$ cat config.mk
export PLATFORM = sky130hd
export DESIGN_NAME = s444w_bist_driver
export DESIGN_NICKNAME = d
export VERILOG_FILES = /design/src/rtl/s444w_bist_driver.sv
export SDC_FILE = /design/constraint.sdc
export NUM_CORES = 1
export LEC_CHECK = 0
export ABC_CLOCK_PERIOD_IN_PS = 4090
export CORE_MARGIN = 3
export CORE_UTILIZATION = 55
export DETAILED_ROUTE_END_ITERATION = 16
export GPL_TIMING_DRIVEN = 1
export PLACE_DENSITY_LB_ADDON = 0.3
export SETUP_SLACK_MARGIN = 0.15
export SYNTH_ARGS = -nofsm -noshare
export SYNTH_HDL_FRONTEND = slang
export SYNTH_SLANG_ARGS = --single-unit
$ cat constraint.sdc
create_clock -name CLOCK -period 4.09 [get_ports CLOCK]
set_input_delay 0.409 -clock CLOCK [delete_from_list [all_inputs] [get_ports CLOCK]]
set_output_delay 0.409 -clock CLOCK [all_outputs]
set_load 0.03 [all_outputs]
$ cat src/rtl/s444w_bist_driver.sv
// s444w_bist_driver
// BIST driver for the s444w core. It flushes the core through G0, applies
// NPAT LFSR-derived patterns on G1/G2, compacts the six core outputs into a
// 16-bit MISR and compares the final signature against GOLDEN.
// Optional build macro: S444W_BIST_G0_RAND_EN. When it is defined, G0 is
// randomised during RUN (PI[0] = lfsr[0]). When it is undefined, G0 is held
// low for the whole of RUN.
module s444w_bist_driver #(
    parameter logic [7:0]  NPAT      = 8'd255,
    parameter logic [7:0]  SEED      = 8'hA5,
    parameter logic [15:0] GOLDEN    = 16'h0000,
    parameter int unsigned FLUSH_CYC = 2
) (
    input  logic        CLOCK,
    input  logic        RESETN,
    input  logic        START,
    output logic [2:0]  PI,
    input  logic [5:0]  PO,
    output logic        BUSY,
    output logic        DONE,
    output logic        PASS,
    output logic [15:0] SIG,
    output logic [7:0]  PATCNT
);

    typedef enum logic [2:0] {
        ST_IDLE  = 3'd0,
        ST_FLUSH = 3'd1,
        ST_RUN   = 3'd2,
        ST_DRAIN = 3'd3,
        ST_DONE  = 3'd4
    } state_t;

    // An all-zero LFSR would lock up, so a zero seed is promoted to 1.
    localparam logic [7:0] SEED_EFF   = (SEED == 8'h00) ? 8'h01 : SEED;
    localparam logic [3:0] FLUSH_LAST = 4'(FLUSH_CYC - 1);

    // Fibonacci LFSR, x^8+x^6+x^5+x^4+1, shifting left with feedback into bit 0.
    function automatic logic [7:0] lfsr_step(input logic [7:0] v);
        return {v[6:0], v[7] ^ v[5] ^ v[4] ^ v[3]};
    endfunction

    // One MISR compaction step with the CCITT polynomial 0x1021.
    function automatic logic [15:0] misr_step(input logic [15:0] s, input logic [5:0] d);
        return {s[14:0], 1'b0} ^ (s[15] ? 16'h1021 : 16'h0000) ^ {10'd0, d};
    endfunction

    state_t      r_state;
    state_t      w_state_nxt;
    logic [3:0]  r_flcnt;
    logic [3:0]  w_flcnt_nxt;
    logic [7:0]  r_lfsr;
    logic [7:0]  w_lfsr_nxt;
    logic        r_cap;
    logic        w_cap_nxt;
    logic [15:0] r_sig;
    logic [15:0] w_sig_nxt;
    logic [7:0]  r_patcnt;
    logic [7:0]  w_patcnt_nxt;
    logic [2:0]  r_pi;
    logic [2:0]  w_pi_nxt;
    logic        r_busy;
    logic        w_busy_nxt;
    logic        r_done;
    logic        w_done_nxt;
    logic        r_pass;
    logic        w_pass_nxt;
    logic        w_enter_flush;

    // State register; reset returns the sequencer to IDLE.
    always_ff @(posedge CLOCK) begin
        if (!RESETN) begin
            r_state <= ST_IDLE;
        end else begin
            r_state <= w_state_nxt;
        end
    end

    // Next-state logic; START is only honoured in IDLE and DONE.
    always_comb begin
        w_state_nxt = r_state;
        case (r_state)
            ST_IDLE, ST_DONE: begin
                if (START) begin
                    w_state_nxt = ST_FLUSH;
                end else begin
                    w_state_nxt = r_state;
                end
            end
            ST_FLUSH: begin
                if (r_flcnt == FLUSH_LAST) begin
                    w_state_nxt = ST_RUN;
                end else begin
                    w_state_nxt = ST_FLUSH;
                end
            end
            ST_RUN: begin
                if (r_patcnt == NPAT) begin
                    w_state_nxt = ST_DRAIN;
                end else begin
                    w_state_nxt = ST_RUN;
                end
            end
            ST_DRAIN: begin
                w_state_nxt = ST_DONE;
            end
            default: begin
                w_state_nxt = ST_IDLE;
            end
        endcase
    end

    // Output and datapath next values, keyed on the state being entered so
    // that every output can be registered without losing a cycle.
    always_comb begin
        w_enter_flush = (w_state_nxt == ST_FLUSH) && (r_state != ST_FLUSH);
        w_pi_nxt      = 3'b000;
        w_busy_nxt    = 1'b0;
        w_done_nxt    = 1'b0;
        w_pass_nxt    = 1'b0;
        w_flcnt_nxt   = r_flcnt;
        w_lfsr_nxt    = r_lfsr;
        w_patcnt_nxt  = r_patcnt;
        // The capture stage trails RUN by one cycle to absorb the core's
        // one-flop response latency; the last sample lands in DRAIN.
        w_cap_nxt     = (r_state == ST_RUN);
        if (r_cap) begin
            w_sig_nxt = misr_step(r_sig, PO);
        end else begin
            w_sig_nxt = r_sig;
        end
        case (w_state_nxt)
            ST_FLUSH: begin
                w_pi_nxt   = 3'b001;
                w_busy_nxt = 1'b1;
                if (w_enter_flush) begin
                    w_flcnt_nxt  = 4'd0;
                    w_lfsr_nxt   = SEED_EFF;
                    w_patcnt_nxt = 8'd0;
                    w_sig_nxt    = 16'h0000;
                end else begin
                    w_flcnt_nxt  = r_flcnt + 4'd1;
                end
            end
            ST_RUN: begin
`ifdef S444W_BIST_G0_RAND_EN
                w_pi_nxt = {r_lfsr[2], r_lfsr[1], r_lfsr[0]};
`else
                w_pi_nxt = {r_lfsr[2], r_lfsr[1], 1'b0};
`endif
                w_busy_nxt = 1'b1;
                w_lfsr_nxt = lfsr_step(r_lfsr);
                if (r_patcnt == NPAT) begin
                    w_patcnt_nxt = r_patcnt;
                end else begin
                    w_patcnt_nxt = r_patcnt + 8'd1;
                end
            end
            ST_DRAIN: begin
                w_busy_nxt = 1'b1;
            end
            ST_DONE: begin
                w_done_nxt = 1'b1;
                if (r_state != ST_DONE) begin
                    w_pass_nxt = (w_sig_nxt == GOLDEN);
                end else begin
                    w_pass_nxt = r_pass;
                end
            end
            default: begin
                w_pi_nxt = 3'b000;
            end
        endcase
    end

    // Datapath and output registers; reset discards any partial signature.
    always_ff @(posedge CLOCK) begin
        if (!RESETN) begin
            r_flcnt  <= 4'd0;
            r_lfsr   <= SEED_EFF;
            r_cap    <= 1'b0;
            r_sig    <= 16'h0000;
            r_patcnt <= 8'd0;
            r_pi     <= 3'b000;
            r_busy   <= 1'b0;
            r_done   <= 1'b0;
            r_pass   <= 1'b0;
        end else begin
            r_flcnt  <= w_flcnt_nxt;
            r_lfsr   <= w_lfsr_nxt;
            r_cap    <= w_cap_nxt;
            r_sig    <= w_sig_nxt;
            r_patcnt <= w_patcnt_nxt;
            r_pi     <= w_pi_nxt;
            r_busy   <= w_busy_nxt;
            r_done   <= w_done_nxt;
            r_pass   <= w_pass_nxt;
        end
    end

    assign PI     = r_pi;
    assign BUSY   = r_busy;
    assign DONE   = r_done;
    assign PASS   = r_pass;
    assign SIG    = r_sig;
    assign PATCNT = r_patcnt;

endmodule

==> summary.txt <==
Worst hold path
  • Worst hold path type: register to register

Logic synthesis
  • Primary FF master, synth: dfxtp_1
  • Post-Syn Nets: 250
  • Post-Synthesis Mean Instance Area: around 8.8 sq um
  • Number of enable flip-flop cells after synthesis: 0
  • Post-synthesis sequential area ratio: 0.4394
  • Synthesized instance count: about 240
  • Ys Warns: 0
  • Mapped Area: 2096 sq um
  • Ys async rst share: 0
  • Post-synth cell types: between 40 and 50
  • FF+latch count, synth: 46

Detailed routing
  • DRT Pass-1 Iters: 4
  • Number of vias per cell: 5.718
  • Drt initial violations: roughly 140
  • Final routed DRC violation total: 0
  • Post-DR wirelength/cell: between 10 and 15 um
  • Vias: 1824
  • Final WL: 4564 um
  • Routed Antenna Nets: 0

Layout
  • Layout Nets: around 290
  • P&R area growth vs syn: 23.10%
  • Diodes inserted: 0
  • Final Instance Count excl. Fillers: ~320
  • Share of layout cells above drive strength 1: 0.05861
  • Final Util: 0.7383

Setup path
  • Crit path launch type: register
  • Worst Path Buf+Inv: 2
  • Crit path max-delay family: compound AO/OA/AOI/OAI gates
  • Crit path arrival time: 2.41 ns
  • Worst EP required: around 4.3 ns
  • CP Max Fanout: 26
  • Crit path cell chain: inv_1 -> ha_1 -> nor3b_1 -> o31ai_2 -> nor4_4 -> buf_4 -> and4b_1 -> a211o_1
  • CP Class: register to register
  • CP max stage delay: between 0.5 and 0.6 ns
  • Slowest CP cell: o31ai_2
  • CP Capture Type: register

Floorplan
  • # rows: 21
  • Initial Util: 0.5997
  • I/O Pins: 39
  • Core Area: ~3500 sq um
  • Die area: 4587 sq um
  • Die W: 67.73 um
  • Die Span Y: ~68 um

Power and ir drop
  • PwrDens: between 300 and 400 nW/um^2
  • Pleak: approximately 0.00090 uW
  • Maximum VDD drop: 0.0002592 V
  • Tot Pwr: 846.7 uW

Clock network
  • H-tree depth reported by CTS: 2
  • CTS tree: yes
  • CTS Buffer Depth: 2
  • Clock Sinks: 46
  • Clk pin slew, worst setup/hold paths: 0.08 ns
  • Worst-skew pair later-pin latency: 0.30 ns
  • Post-cts resize count: 0
  • Clk root buf: clkbuf_8
  • Total CTS buffers: 5
  • Hold Buf Count CTS: 0
  • Post-CTS setup buffer count: 0

Run status
  • Run status: completed

Placed design
  • Post-Place Cells: between 300 and 400
  • Routability cong.: roughly 0.91
  • Post-DP HPWL: around 3300 um
  • Port bufs: 38

GRT
  • First-pass GRT wire length: about 7500 um
  • Vias in the first global route: between 1500 and 2000
  • Largest net degree at the start of global routing: 30
  • Initial antenna violation count: 0
  • Total gr overflow: 0
  • GRT Total Usage: 0.2168

STA
  • Fin. max-slew vios: 0
  • Tcrit/Tclk final: 0.5421
  • Setup_tns: 0 ns
  • Fmax: 451.0 MHz
  • Final Skew: roughly 0.0066 ns
  • Worst Tran Pin Value: 0.6390 ns
  • Min cycle time layout: around 2.2 ns
  • RSZ-0062 raised after global routing: false
  • Setup violators final: 0
  • Relative slew slack: 0.5715
  • Hold Violations, Final: 0

Run
  • Max-cap violation count: 0
## layout make-up
class	instances	area, sq um
Clock buffer	6	82.58
Fill cell	279	914.6
Inverter	6	22.52
Multi-Input combinational cell	173	1086
Sequential cell	46	920.9
Tap cell	46	57.56
Timing Repair Buffer	42	410.4
## kinds of logic after synthesis
kind of cell / synth area share
compound gates: 0.1314
buf+inv: 0.04239
simple gates: 0.2675
xor+xnor: 0.05850
mux: 0.04299
fa+ha+maj: 0.01791
flops: 0.4394
## placed cells by master, fill, tap and decap left out, types with 3 or more instances in the layout
cell type | Yosys | layout
nand4_1 | 7 | 7
clkbuf_8 | 0 | 6
and3_1 | 3 | 3
a31oi_1 | 3 | 3
nor2_1 | 38 | 38
xor2_1 | 4 | 4
mux2i_1 | 9 | 9
xnor2_1 | 10 | 10
nand3_1 | 15 | 15
buf_4 | 0 | 4
nand2_1 | 15 | 15
a211oi_1 | 8 | 8
o21ai_0 | 6 | 6
ha_1 | 3 | 3
and2_1 | 3 | 3
nor3_1 | 9 | 9
a21oi_1 | 7 | 7
inv_1 | 6 | 6
clkdlybuf4s50_1 | 0 | 38
dfxtp_1 | 46 | 46
nor3b_1 | 3 | 3
## power breakdown
part	internal, uW	leakage, uW	switching, uW
logic	42.9	0.000480	62.6
clock network	130	0.0000431	139
registers	460	0.000372	11.9
## synthesized netlist by cell type, types with 4 or more instances
| cell type | number | area (sq um) |
|---|---|---|
| xor2_1 | 4 | 35.03 |
| nand4_1 | 7 | 43.79 |
| clkbuf_1 | 7 | 26.28 |
| nor3_1 | 9 | 45.04 |
| nor2_1 | 38 | 142.6 |
| nand3_1 | 15 | 75.07 |
| a21oi_1 | 7 | 35.03 |
| xnor2_1 | 10 | 87.58 |
| a211oi_1 | 8 | 60.06 |
| nand2_1 | 15 | 56.30 |
| o21ai_0 | 6 | 30.03 |
| mux2i_1 | 9 | 90.09 |
| dfxtp_1 | 46 | 920.9 |
| inv_1 | 6 | 22.52 |
## state kept, by name, summed over array words and instances, names as in the netlist
signal	flops
r_state	3
PATCNT	8
r_lfsr	8
DONE	1
r_flcnt	4
PI	3
PASS	1
r_cap	1
SIG	16
BUSY	1
## final timing paths
path	startpoint	cells past startpoint	endpoint	slack, ns
worst max-delay path	r_flcnt[1]	8	PATCNT[2]	1.87
worst min-delay path	PASS	2	PASS	0.49
worst max register to register	r_flcnt[1]	8	PATCNT[2]	1.87
worst min register to register	PASS	2	PASS	0.49
## worst register-to-register path, cell delays in order, from the launching register on
cell and delay (ns):
dfxtp_1 0.38, inv_1 0.06, ha_1 0.19, nor3b_1 0.17, o31ai_2 0.58, nor4_4 0.07
buf_4 0.23, and4b_1 0.22, a211o_1 0.22
## metal layers
metal | track usage | vias up | routed length, um
met5 | 0 | - | 0
met4 | 0.04810 | 0 | 55
met3 | 0.08652 | 8 | 316
met2 | 0.3232 | 50 | 2050
met1 | 0.2936 | 849 | 2142
li1 | - | 917 | -
## through the flow
stage	instance area, sq um	hold slack, ns	setup slack (ns)
2_1_floorplan	2096	0.4452	2.087
3_3_place_gp	2497	0.4620	1.701
3_5_place_dp	2497	0.4722	1.638
4_1_cts	2580	0.4933	1.877
5_1_grt	2580	0.5236	1.747
6_report	2580	0.4907	1.873
Power figures use the tool's default switching activity.
